File: config.mk
export PLATFORM = sky130hd
export DESIGN_NAME = multi_cycle_adder
export DESIGN_NICKNAME = d
export VERILOG_FILES = /design/src/rtl/multi_cycle_adder_pkg.sv /design/src/rtl/multi_cycle_adder_chunk_adder.sv /design/src/rtl/multi_cycle_adder.sv
export SDC_FILE = /design/constraint.sdc
export NUM_CORES = 1
export LEC_CHECK = 0
export ABC_AREA = 0
export CORE_MARGIN = 5
export CORE_UTILIZATION = 30
export DETAILED_ROUTE_END_ITERATION = 12
export SLEW_MARGIN = 30
export SYNTH_ARGS = -nofsm -noshare
export SYNTH_HDL_FRONTEND = slang
export SYNTH_HIERARCHICAL = 1
export SYNTH_SLANG_ARGS = --single-unit
File: constraint.sdc
create_clock -name clk -period 7.7 [get_ports clk]
set_input_delay 1.54 -clock clk [delete_from_list [all_inputs] [get_ports clk]]
set_output_delay 1.54 -clock clk [all_outputs]
set_load 0.1 [all_outputs]
File: src/rtl/multi_cycle_adder_pkg.sv
// Shared definitions for the multi-cycle adder slice.
//
// Contents:
//   DEFAULT_WIDTH / DEFAULT_CHUNK : default operand width and bits added per cycle
//   state_e                       : controller states (IDLE=0, CALC=1, DONE=2)
//   count_width()                 : width of a counter that must hold 0..n inclusive
package multi_cycle_adder_pkg;

  localparam int DEFAULT_WIDTH = 16;
  localparam int DEFAULT_CHUNK = 4;

  typedef enum logic [1:0] {
    IDLE = 2'd0,
    CALC = 2'd1,
    DONE = 2'd2
  } state_e;

  // ceil(log2(n+1)): enough bits to represent every value from 0 to n.
  function automatic int count_width(input int n);
    return $clog2(n + 1);
  endfunction

endpackage

File: src/rtl/multi_cycle_adder_chunk_adder.sv
// Ripple-carry building blocks for the multi-cycle adder.
//
// half_adder  : a, b -> s = a^b, c = a&b
// chunk_adder : CHUNK-bit ripple adder built from half_adder cells
//   x, y  : CHUNK-bit addends
//   ci    : carry into bit 0
//   s     : CHUNK-bit sum
//   co    : carry out of the top bit
//   c_msb : carry into the top bit (used for signed overflow on the last chunk)
module half_adder (
  input  logic a,
  input  logic b,
  output logic s,
  output logic c
);

  assign s = a ^ b;
  assign c = a & b;

endmodule

module chunk_adder #(
  parameter int CHUNK = 4
) (
  input  logic [CHUNK-1:0] x,
  input  logic [CHUNK-1:0] y,
  input  logic             ci,
  output logic [CHUNK-1:0] s,
  output logic             co,
  output logic             c_msb
);

  // c[i] is the carry into bit i; c[CHUNK] is the carry out of the chunk.
  logic [CHUNK:0]   c;
  logic [CHUNK-1:0] p;
  logic [CHUNK-1:0] g;
  logic [CHUNK-1:0] h;

  assign c[0] = ci;

  // A full adder is two half adders; their carries can never both be 1,
  // so OR-ing them gives the bit's carry out.
  for (genvar i = 0; i < CHUNK; i++) begin : g_bit
    half_adder u_ha_xy (
      .a(x[i]),
      .b(y[i]),
      .s(p[i]),
      .c(g[i])
    );
    half_adder u_ha_ci (
      .a(p[i]),
      .b(c[i]),
      .s(s[i]),
      .c(h[i])
    );
    assign c[i+1] = g[i] | h[i];
  end

  assign co    = c[CHUNK];
  assign c_msb = c[CHUNK-1];

endmodule

File: src/rtl/multi_cycle_adder.sv
// Multi-cycle adder/subtractor: adds CHUNK bits per clock over WIDTH/CHUNK cycles.
//
// Ports:
//   clk, rst_n          : clock (rising edge) and asynchronous active-low reset
//   a, b                : WIDTH-bit operands, sampled only when a request is accepted
//   cin                 : carry-in for addition (ignored when sub=1)
//   sub                 : 0 -> a+b+cin, 1 -> a-b
//   in_valid / in_ready : request handshake; in_ready is high only while idle
//   sum, cout, ovf      : result, final carry (sub=1: 1 means no borrow), signed overflow
//   out_valid/out_ready : result handshake; the result holds until taken
//
// sum/cout/ovf only change when a computation completes, so they keep the
// previous result while idle and while the next one is being computed.
module multi_cycle_adder
  import multi_cycle_adder_pkg::*;
#(
  parameter int WIDTH = DEFAULT_WIDTH,
  parameter int CHUNK = DEFAULT_CHUNK
) (
  input  logic             clk,
  input  logic             rst_n,
  input  logic [WIDTH-1:0] a,
  input  logic [WIDTH-1:0] b,
  input  logic             cin,
  input  logic             sub,
  input  logic             in_valid,
  output logic             in_ready,
  output logic [WIDTH-1:0] sum,
  output logic             cout,
  output logic             ovf,
  output logic             out_valid,
  input  logic             out_ready
);

  localparam int NCHUNK = WIDTH / CHUNK;
  localparam int KW     = count_width(NCHUNK);

  state_e           state_q, state_d;
  logic [WIDTH-1:0] acc_q, acc_d;
  logic [WIDTH-1:0] opb_q, opb_d;
  logic [WIDTH-1:0] sum_q, sum_d;
  logic             carry_q, carry_d;
  logic             cout_q, cout_d;
  logic             ovf_q, ovf_d;
  logic [KW-1:0]    k_q, k_d;

  logic [CHUNK-1:0] chunk_s;
  logic             chunk_co;
  logic             chunk_c_msb;
  logic [WIDTH-1:0] chunk_s_ext;

  // Both working registers are rotated right by one chunk every CALC cycle,
  // so chunk k is always found in the low bits and no variable part-select
  // is needed. Each new partial sum enters at the top of acc, and after
  // NCHUNK cycles chunk 0 of the result has been shifted back to bit 0.
  chunk_adder #(
    .CHUNK(CHUNK)
  ) u_chunk (
    .x    (acc_q[CHUNK-1:0]),
    .y    (opb_q[CHUNK-1:0]),
    .ci   (carry_q),
    .s    (chunk_s),
    .co   (chunk_co),
    .c_msb(chunk_c_msb)
  );

  assign chunk_s_ext = WIDTH'(chunk_s);

  always_comb begin
    state_d = state_q;
    acc_d   = acc_q;
    opb_d   = opb_q;
    sum_d   = sum_q;
    carry_d = carry_q;
    cout_d  = cout_q;
    ovf_d   = ovf_q;
    k_d     = k_q;

    unique case (state_q)
      IDLE: begin
        if (in_valid) begin
          // Subtraction is a + ~b + 1, so invert b and seed the carry with 1.
          acc_d   = a;
          opb_d   = sub ? ~b : b;
          carry_d = sub ? 1'b1 : cin;
          k_d     = '0;
          state_d = CALC;
        end
      end

      CALC: begin
        acc_d   = (acc_q >> CHUNK) | (chunk_s_ext << (WIDTH - CHUNK));
        opb_d   = opb_q >> CHUNK;
        carry_d = chunk_co;
        k_d     = k_q + 1'b1;
        if (k_q == KW'(NCHUNK - 1)) begin
          sum_d   = acc_d;
          cout_d  = chunk_co;
          ovf_d   = chunk_c_msb ^ chunk_co;
          state_d = DONE;
        end
      end

      DONE: begin
        if (out_ready) begin
          state_d = IDLE;
        end
      end

      default: begin
        state_d = IDLE;
      end
    endcase
  end

  always_ff @(posedge clk or negedge rst_n) begin
    if (!rst_n) begin
      state_q <= IDLE;
      acc_q   <= '0;
      opb_q   <= '0;
      sum_q   <= '0;
      carry_q <= 1'b0;
      cout_q  <= 1'b0;
      ovf_q   <= 1'b0;
      k_q     <= '0;
    end else begin
      state_q <= state_d;
      acc_q   <= acc_d;
      opb_q   <= opb_d;
      sum_q   <= sum_d;
      carry_q <= carry_d;
      cout_q  <= cout_d;
      ovf_q   <= ovf_d;
      k_q     <= k_d;
    end
  end

  assign in_ready  = (state_q == IDLE);
  assign out_valid = (state_q == DONE);
  assign sum       = sum_q;
  assign cout      = cout_q;
  assign ovf       = ovf_q;

endmodule

Yosys cells after proc, flatten, opt, wreduce, memory -nomap -nowiden

Cells that the tools add are included.

Add/sub/neg operators: 1
Equality and inequality tests: 6
Muxes and demuxes: 14
Bitwise gates (word level): 23
Reduce and logical (&&, ||, !) cells: 5

Operators with widths:

| cell                | number |
|---|---|
| $pmux 16 s2         | 2 |
| $mux 16             | 3 |
| $not 16->16         | 1 |
| $or 12x16->16       | 1 |
| $xor 1x1->1         | 9 |
| $and 1x1->1         | 8 |
| $mux 2              | 3 |
| $pmux 2 s3          | 1 |
| $pmux 3 s2          | 1 |
| $ne 2x2->1 const B  | 2 |
| $or 1x1->1          | 4 |
| $reduce_and 2->1    | 2 |
| $add 3x1->3 const B | 1 |
| $eq 3x2->1 const B  | 1 |
| $mux 3              | 1 |
| $reduce_and 3->1    | 1 |
| $eq 2x1->1 const B  | 1 |
| $eq 2x2->1 const B  | 1 |
| $logic_not 2->1     | 1 |
| $mux 1              | 2 |
| $ne 2x1->1 const B  | 1 |
| $pmux 1 s2          | 1 |
| $reduce_bool 2->1   | 1 |

Register bits after elaboration: 56
Input port bits: 38
Output and inout port bits: 20
Logic and storage cells: 57

Depth between registers and ports, before layout

Gate-level depths: netlist of run 1.

Depth in word-level cells: 10
Gate-level depth with buffers: 11
Depth with buffers taken out: 11

By module

The synthesis of run 1 kept the hierarchy.

Modules (own cells, without submodules):

| module            | times used | cells each | area each (um^2) | sequential area each (um^2) |
|---|---|---|---|---|
| multi_cycle_adder | 1          | 254        | 2727.6           | 1401.3 |
| half_adder        | 8          | 1          | 12.5             | 0.0 |
| chunk_adder       | 1          | 4          | 25.0             | 0.0 |

Worst setup path after synthesis of run 1

Ideal clock, no wire load.

Path type: reg-to-output
Start point: register state_q[1]
End point: output port in_ready
Data arrival time: 2018 ps
Required time: 6160 ps
Path slack: 4142 ps
Cell stages (with the launch flop): 4
Path buffers: 2
Cells stage by stage: dfrtp_1 buf_2 buf_1 nor2_1

Word-level cells in the longest chain between the ends: 1

Ends and longest elaborated chain:

| item                     | line                     | RTL |
|---|---|---|
| start: declaration       | multi_cycle_adder.sv:38  | `state_e state_q, state_d;` |
| start signal: assignment | multi_cycle_adder.sv:127 | `state_q <= state_d;` |
| $logic_not 2->1          | multi_cycle_adder.sv:138 | `assign in_ready = (state_q == IDLE);` |
| end: declaration         | multi_cycle_adder.sv:27  | `output logic in_ready,` |

Every way passes these cells.

Worst setup path in the final report of run 1

Same ends and word-level chain as after synthesis.

==> results of run 1 <==
-- cell families (layout without fill, tap and decap cells) --
kind of cell | after synthesis | count (layout) | synth area share, %
AO/OA/AOI/OAI | 90 | 90 | 20.66
XOR/XNOR | 17 | 17 | 5.219
adder cells (fa/ha/maj) | 10 | 10 | 4.386
buffers and inverters | 31 | 80 | 4.956
flip-flops | 56 | 56 | 49.12
multiplexers | 17 | 17 | 6.710
AND/OR/NAND/NOR | 45 | 45 | 8.948
-- synthesized netlist by cell type, drive strengths merged --
cell | n | area, µm²
or2 | 5 | 31.28
a22oi | 21 | 157.7
or3b | 1 | 11.26
mux2 | 17 | 191.4
ha | 10 | 125.1
inv | 10 | 37.54
o21ai | 25 | 125.1
xor2 | 4 | 35.03
a221o | 8 | 80.08
nand3b | 1 | 7.510
buf | 15 | 81.33
nand2b | 2 | 12.51
o211ai | 4 | 30.03
xnor2 | 13 | 113.9
nor2b | 23 | 143.9
nand2 | 11 | 41.29
o21bai | 1 | 7.510
dfrtp | 56 | 1401
a21oi | 22 | 110.1
a22o | 1 | 8.760
nor2 | 2 | 7.510
o32ai | 8 | 70.07
clkbuf | 6 | 22.52
-- worst max-delay path: stages, from the launching register on --
cell             delay [ps]
dfrtp_1                 390
buf_4                   270
nor2_1                  150
clkdlybuf4s50_1        1150
-- stage by stage --
step	worst slack, ps	cell area, µm²
after floorplan	4142	2853
after global placement	4213	3516
after detailed placement	4223	3521
after CTS	3868	3602
after global routing	3819	3608
final	3900	3608
-- metal layers --
| metal | vias to the layer above | routed length, µm | track usage [%] |
|---|---|---|---|
| li1 | 1043 | - | - |
| met1 | 1048 | 3474 | 17.29 |
| met2 | 34 | 3163 | 19.14 |
| met3 | 6 | 240 | 2.699 |
| met4 | 0 | 83 | 3.517 |
| met5 | - | 0 | 0 |
-- power groups by stage --
stage                     clock network (mW)  logic [mW]  registers (mW)
after floorplan                            0       0.397           0.795
after global placement                     0       0.889           0.521
after detailed placement                   0       0.904           0.524
after CTS                              0.165       0.907           0.518
after global routing                   0.172       0.967           0.537
final                                  0.158       0.899           0.518
-- layout make-up --
type                    instances  area (µm²)  share of cell area [%]
inverters                      10       37.54                   1.040
repair buffers                 63       609.3                   16.89
well taps                     129       161.4                   4.473
flip-flops and latches         56        1401                   38.83
clock inverters                 2       12.51                  0.3467
clock buffers                   5       68.82                   1.907
multi-input cells             179        1318                   36.51
-- worst min path at each step --
stage	start	to	slack, ps	cells after the start
final	k_q[2]	k_q[2]	490	2
after global routing	sum[7]	sum[7]	530	1
after CTS	k_q[2]	k_q[2]	490	2
after detailed placement	k_q[2]	k_q[2]	470	2
after global placement	k_q[2]	k_q[2]	460	2
after floorplan	k_q[2]	k_q[2]	450	2
-- sequential cells by signal, summed over array words and instances (netlist names) --
signal / flops
sum: 16
opb_q: 16
cout: 1
carry_q: 1
state_q: 2
ovf: 1
acc_q: 16
k_q: 3
==> results.yml, run 1 <==
run_status:
  status: "finished, final reports clean"
timing:
  fin_hold_ws_ps: 487.2
  timing_max_transition_violations_final: 0
  tns_ps: 0
  total_count_of_hold_check_failures_in_the_final_report: 0
  unrepaired_setup_endpoints_after_global_routing: "false"
  fin_skew_ps: 9.989
  slew_headroom_pct: 33.93
  period_minus_slack_ps: 3800
  maxClockFrequency_mhz: 263.1
  max_slew.worst_pin.slew_ps: 987.9
  min_period_over_period_pct: 49.35
  finalSetupViolCount: 0
floorplanning:
  die-height_um: 107.5
  die_width_um: 107.5
  core-area_mm2: 0.009240
  fp-row-count: 35
  fp.dieArea_mm2: 0.01156
  i_o_pins: 58
  initial_utilization_pct: 30.87
setup_path:
  cp.arrival_ps: 2260
  path_class: "register to output pin"
  timing.critical_path.to: "in_ready"
  timing.rr.start: "opb_q[0]"
  startpoint_type: "register"
  timing.rr.end: "ovf"
  worstPathRequired_ps: 6160
  reg2reg_slack_ps: 4830
  endpoint_kind: "output pin"
  largest_driver_fanout_on_the_critical_path: 40
  r2r_cells: 11
  worst_setup_path_startpoint: "state_q[1]"
drt:
  wl_per_cell_um: 15.68
  antenna_left: 0
  route.detailed.drc: 0
  totalWireLength_um: 6960
  detail_route.iter0.violations: 101
  vias_per_cell: 4.800
  drt_pass1_iterations: 4
  via_count: 2131
cts:
  tritoncts: "built"
  worst_skew_pair.late_latency_ps: 310
  clock_pin_transition_on_the_worst_setup_and_hold_timing_paths_ps: 90
  postCtsSetupRepairBufs: 0
  post_cts.resized_instances: 0
  ctsHoldBuffers: 0
  cts-root-buf: "clkbuf_8"
  cts-buffers-inserted: 5
  cts_num_sinks: 56
  cts.htree.levels: 2
  cts-root-to-sink-buffers: 2
power_and_ir_drop:
  power.density_mw_per_mm2: 436.4
  fin_total_pwr_mw: 1.575
  p_int_uw: 788.1
  power.share.switching_pct: 49.96
  leakage_nw: 1.501
  net-switching-power_uw: 786.7
  vdd.ir_drop.worst_mv: 0.2054
  power.sequential.fraction_pct: 32.9
  share_clk_of_total_power_pct: 10.0
  combinationalPowerShare_pct: 57.1
synth:
  avgSynthCellArea_um2: 10.72
  syn_inst: 266
  synth.net_count: 314
  post_synth_num_cell_types: 27
  postSynthRegisterBits: 56
  yosysWarningCount: 6
  synthesis.area_mm2: 0.002853
  ys_seq_area_share_pct: 49.12
global_routing:
  first_global_vias: 2219
  pin_count_of_the_biggest_net_entering_global_routing: 57
  total_global_route_track_usage_pct: 12.35
  grt_pass1_wl_um: 11370
  grt-ovfl-total: 0
  grt_antenna_before_repair: 0
cells_and_area:
  nets: 363
  mostFrequentLayoutCells: "dfrtp_1, clkdlybuf4s50_1, o21ai_0"
  mostFrequentLayoutCell: "dfrtp_1"
  num_antenna_cells: 0
  layout.core_utilization_pct: 39.05
  flow.area_growth_from_synthesis_pct: 26.49
  num-fill-cells: 907
  post_route_cells_drive_above_1_share_pct: 11.11
  fin_cells: 444
hold_path:
  worstHoldPathType: "register to register"
flow_run:
  maxCapViolations: 0
placed_design:
  port_buffers: 57
  hpwlAfterDp_um: 4611
  place.gp.congestion: 0.7205
  dp.cells: 436
No activity file was read; power rests on OpenSTA's default activity.
==> run 2: changes to the inputs <==
Clock period 7.7 ns to 3.25 ns, I/O delays scaled along.
==> results.yml, run 2 (synthesized netlist as in run 1, its figures left out) <==
floorplanning:
  die-height_um: 107.5
  initial_utilization_pct: 30.87
  i_o_pins: 58
  fp-row-count: 35
  core-area_mm2: 0.009240
  die_width_um: 107.5
  fp.dieArea_mm2: 0.01156
cells_and_area:
  post_route_cells_drive_above_1_share_pct: 18.13
  num_antenna_cells: 0
  num-fill-cells: 900
  flow.area_growth_from_synthesis_pct: 26.80
  multiInputGateArea_mm2: 0.001313
  nets: 367
  mostFrequentLayoutCell: "dfrtp_1"
  final-seq-area_mm2: 0.001401
  layout.core_utilization_pct: 39.15
  mostFrequentLayoutCells: "dfrtp_1, clkdlybuf4s50_1, buf_4"
setup_path:
  largest_driver_fanout_on_the_critical_path: 3
  timing.rr.start: "acc_q[0]"
  worst_setup_path_startpoint: "acc_q[0]"
  endpoint_kind: "register"
  worstPathRequired_ps: 3450
  path_class: "register to register"
  cp.arrival_ps: 2970
  startpoint_type: "register"
  timing.rr.end: "cout"
  r2r_cells: 10
  timing.critical_path.to: "cout"
  reg2reg_slack_ps: 480
power_and_ir_drop:
  vdd.ir_drop.worst_mv: 0.6370
  leakage_nw: 1.556
  power.density_mw_per_mm2: 1053
drt:
  vias_per_cell: 4.824
  via_count: 2166
  totalWireLength_um: 7058
  detail_route.iter0.violations: 131
  drt_pass1_iterations: 4
  antenna_left: 0
  wl_per_cell_um: 15.72
  route.detailed.drc: 0
cts:
  clock_pin_transition_on_the_worst_setup_and_hold_timing_paths_ps: 100
  ctsHoldBuffers: 0
  worst_skew_pair.late_latency_ps: 310
  cts.htree.levels: 2
  cts_num_sinks: 56
  cts-root-to-sink-buffers: 2
  cts-buffers-inserted: 5
  postCtsSetupRepairBufs: 0
  post_cts.resized_instances: 0
  cts-root-buf: "clkbuf_8"
  tritoncts: "built"
timing:
  max_slew.worst_pin.slew_ps: 753.6
  slew_headroom_pct: 49.53
  fin_skew_ps: 7.817
  timing_max_transition_violations_final: 0
  unrepaired_setup_endpoints_after_global_routing: "false"
  total_count_of_hold_check_failures_in_the_final_report: 0
  finalSetupViolCount: 0
  tns_ps: 0
  period_minus_slack_ps: 2768
  min_period_over_period_pct: 85.16
  maxClockFrequency_mhz: 361.3
global_routing:
  first_global_vias: 2267
  grt_antenna_before_repair: 0
  grt-ovfl-total: 0
  grt_pass1_wl_um: 11710
  total_global_route_track_usage_pct: 12.60
  pin_count_of_the_biggest_net_entering_global_routing: 43
placed_design:
  port_buffers: 57
  hpwlAfterDp_um: 4861
  place.gp.congestion: 0.7320
hold_path:
  worstHoldPathType: "input port to asynchronous set/reset pin"
flow_run:
  maxCapViolations: 0
run_status:
  status: "finished, final reports clean"
## run 2: cell count changes in the layout (fill, tap and decap cells not counted), sizes merged
cell,change
clkdlybuf4s50,-19
clkinv,-1
clkinvlp,-1
clkbuf,+1
bufinv,+1
buf,+23
inv,+1
## run 2: layout make-up
type	count	share of cell area [%]
multi-input cells	179	36.29
clock buffers	6	2.006
repair buffers	67	16.40
inverters	10	1.038
flip-flops and latches	56	38.74
well taps	129	4.462
clock inverters	2	1.072
## run 2: report_power, final
group | switching [mW] | leakage, nW | internal (mW)
Sequential | 0.234 | 0.713 | 1.00
Clock | 0.230 | 0.0558 | 0.233
Combinational | 1.42 | 0.788 | 0.691
Total | 1.88 | 1.56 | 1.93
## run 2: worst min-delay path by stage
stage	to	slack (ps)	depth (start not counted)
global route	sum[6]	340	1
floorplan	acc_q[0]	350	0
CTS	sum[10]	500	1
global placement	k_q[2]	460	2
detailed placement	k_q[2]	490	2
finish	sum[10]	300	1
## run 2: through the flow
stage / setup WS, ps / cell area, µm² / std cells / power, mW / hold WS, ps
3_3_place_gp: 540.8 / 3503 / 441 / 3.329 / 463.4
2_1_floorplan: 582.0 / 2853 / 266 / 2.824 / 354.4
4_1_cts: 489.9 / 3615 / 449 / 3.841 / 495.0
6_report: 482.4 / 3617 / 449 / 3.810 / 298.5
3_5_place_dp: 500.0 / 3503 / 441 / 3.375 / 486.5
5_1_grt: 351.8 / 3617 / 449 / 4.074 / 336.5
## run 2: metal layers
layer  routed length, µm  track usage [%]  vias to the layer above
met4                  85            3.517                        0
met2                3193            18.92                       44
met3                 307            2.519                        6
met1                3472            18.34                     1059
met5                   0                0                        -
li1                    -                -                     1057
## run 2: critical path, cell delays in order, from the launching register on
cell     delay [ps]
dfrtp_1         410
ha_1            300
ha_1            200
or2_1           230
ha_1            170
or2_1           220
ha_1            170
or2_1           260
ha_1            180
or2_1           260
mux2_2          270
==> run 3: changes to the inputs <==
Settings changed: CORE_ASPECT_RATIO set to 1.1.
==> results.yml, run 3 (synthesized netlist as in run 1, its figures left out) <==
setup_path:
  path_class: "register to register"
  largest_driver_fanout_on_the_critical_path: 3
  timing.critical_path.to: "carry_q"
  timing.rr.end: "carry_q"
  startpoint_type: "register"
  worst_setup_path_startpoint: "acc_q[0]"
  cp.arrival_ps: 2940
  path_cells: "ha_1 > ha_1 > or2_1 > ha_1 > or2_1 > ha_1 > or2_1 > ha_1 > or2_1 > a22oi_1 > o21ai_0"
  worst_path_largest_cell_delay_ps: 400
  timing.rr.start: "acc_q[0]"
  cp_common_cell: "ha_1"
  endpoint_kind: "register"
  crit_slowest_cell: "dfrtp_1"
  reg2reg_slack_ps: 510
  r2r_cells: 11
  worstPathRequired_ps: 3450
cts:
  postCtsSetupRepairBufs: 0
  cts-buffers-inserted: 5
  post_cts.resized_instances: 0
  clock_pin_transition_on_the_worst_setup_and_hold_timing_paths_ps: 110
  ctsHoldBuffers: 0
  worst_skew_pair.late_latency_ps: 320
  tritoncts: "built"
  cts-root-to-sink-buffers: 2
  cts_num_sinks: 56
  cts-root-buf: "clkbuf_8"
  cts.htree.levels: 2
timing:
  total_count_of_hold_check_failures_in_the_final_report: 0
  unrepaired_setup_endpoints_after_global_routing: "false"
  finalWorstSetupSlack_ps: 508.2
  timing_max_transition_violations_final: 0
  fin_skew_ps: 13.07
  tns_ps: 0
  maxClockFrequency_mhz: 364.7
  slew_headroom_pct: 51.39
  min_period_over_period_pct: 84.36
  finalSetupViolCount: 0
  max_slew.worst_pin.slew_ps: 729.2
  period_minus_slack_ps: 2742
  fin_hold_ws_ps: 461.3
placed_design:
  hpwlAfterDp_um: 4990
  setup_slack_after_placement_ps: 522.7
  place.gp.congestion: 0.7454
  port_buffers: 57
cells_and_area:
  flow.area_growth_from_synthesis_pct: 26.45
  mostFrequentLayoutCells: "dfrtp_1, clkdlybuf4s50_1, buf_4"
  layout.core_utilization_pct: 38.77
  mostFrequentLayoutCell: "dfrtp_1"
  post_route_cells_drive_above_1_share_pct: 18.69
  num_antenna_cells: 0
  num-fill-cells: 909
  nets: 368
drt:
  drt_pass1_iterations: 4
  via_count: 2189
  vias_per_cell: 4.998
  detail_route.iter0.violations: 130
  antenna_left: 0
  wl_per_cell_um: 16.35
  totalWireLength_um: 7162
  route.detailed.drc: 0
global_routing:
  first_global_vias: 2329
  grt-ovfl-total: 0
  total_global_route_track_usage_pct: 13.01
  grt_antenna_before_repair: 0
  pin_count_of_the_biggest_net_entering_global_routing: 57
  grt_pass1_wl_um: 11910
power_and_ir_drop:
  vdd.ir_drop.worst_mv: 0.5048
  power.density_mw_per_mm2: 1056
  leakage_nw: 1.558
  fin_total_pwr_mw: 3.810
floorplanning:
  die_width_um: 103.0
  fp-row-count: 37
  fp.dieArea_mm2: 0.01156
  core-area_mm2: 0.009305
  die-height_um: 112.3
  i_o_pins: 58
  initial_utilization_pct: 30.66
flow_run:
  maxCapViolations: 0
hold_path:
  worstHoldPathType: "input port to asynchronous set/reset pin"
run_status:
  status: "finished, final reports clean"
-- run 3: cell count changes in the layout (fill, tap and decap cells not counted), sizes merged --
cell and delta:
clkinv +1, clkinvlp +1, inv -1, buf +1, clkbuf -1
-- run 3: worst min-delay path by stage --
| stage | startpoint | depth (start not counted) | to | slack, ps |
|---|---|---|---|---|
| after detailed placement | k_q[2] | 2 | k_q[2] | 490 |
| after floorplan | rst_n | 0 | acc_q[0] | 350 |
| final | rst_n | 2 | sum[2] | 460 |
| after global routing | k_q[2] | 2 | k_q[2] | 530 |
| after global placement | k_q[2] | 2 | k_q[2] | 460 |
| after CTS | rst_n | 2 | sum[2] | 500 |
-- run 3: power breakdown --
group,internal (mW),switching (mW)
Sequential,1.00,0.280
Clock,0.229,0.238
Combinational,0.696,1.37
Total,1.93,1.88
-- run 3: final cells by class --
cell class | count | area, µm² | area share (%)
well taps | 117 | 146.4 | 4.058
clock inverters | 3 | 42.54 | 1.179
repair buffers | 68 | 598.1 | 16.58
inverters | 10 | 37.54 | 1.041
multi-input cells | 179 | 1313 | 36.39
flip-flops and latches | 56 | 1401 | 38.85
clock buffers | 5 | 68.82 | 1.908
-- run 3: per-layer routing --
metal  share of wire [%]  track usage (%)  wire (µm)  up-vias
met4                 1.5            4.145        111        0
met5                   0                0          0        -
li1                    -                -          -     1062
met1                  46            17.41       3321     1076
met2                  49            20.84       3483       39
met3                 3.4            2.797        246       12
-- run 3: worst max-delay path: cells and delay by family, from the launching register on --
family                   cells  cell delay [ps]
flip-flops                   1              400
AND/OR/NAND/NOR              4              970
AO/OA/AOI/OAI                2              250
adder cells (fa/ha/maj)      5             1010
-- run 3: per-stage QoR --
| stage | std cells | area [µm²] |
|---|---|---|
| 2_1_floorplan | 266 | 2853 |
| 3_3_place_gp | 430 | 3496 |
| 3_5_place_dp | 430 | 3496 |
| 4_1_cts | 438 | 3607 |
| 5_1_grt | 438 | 3607 |
| 6_report | 438 | 3607 |
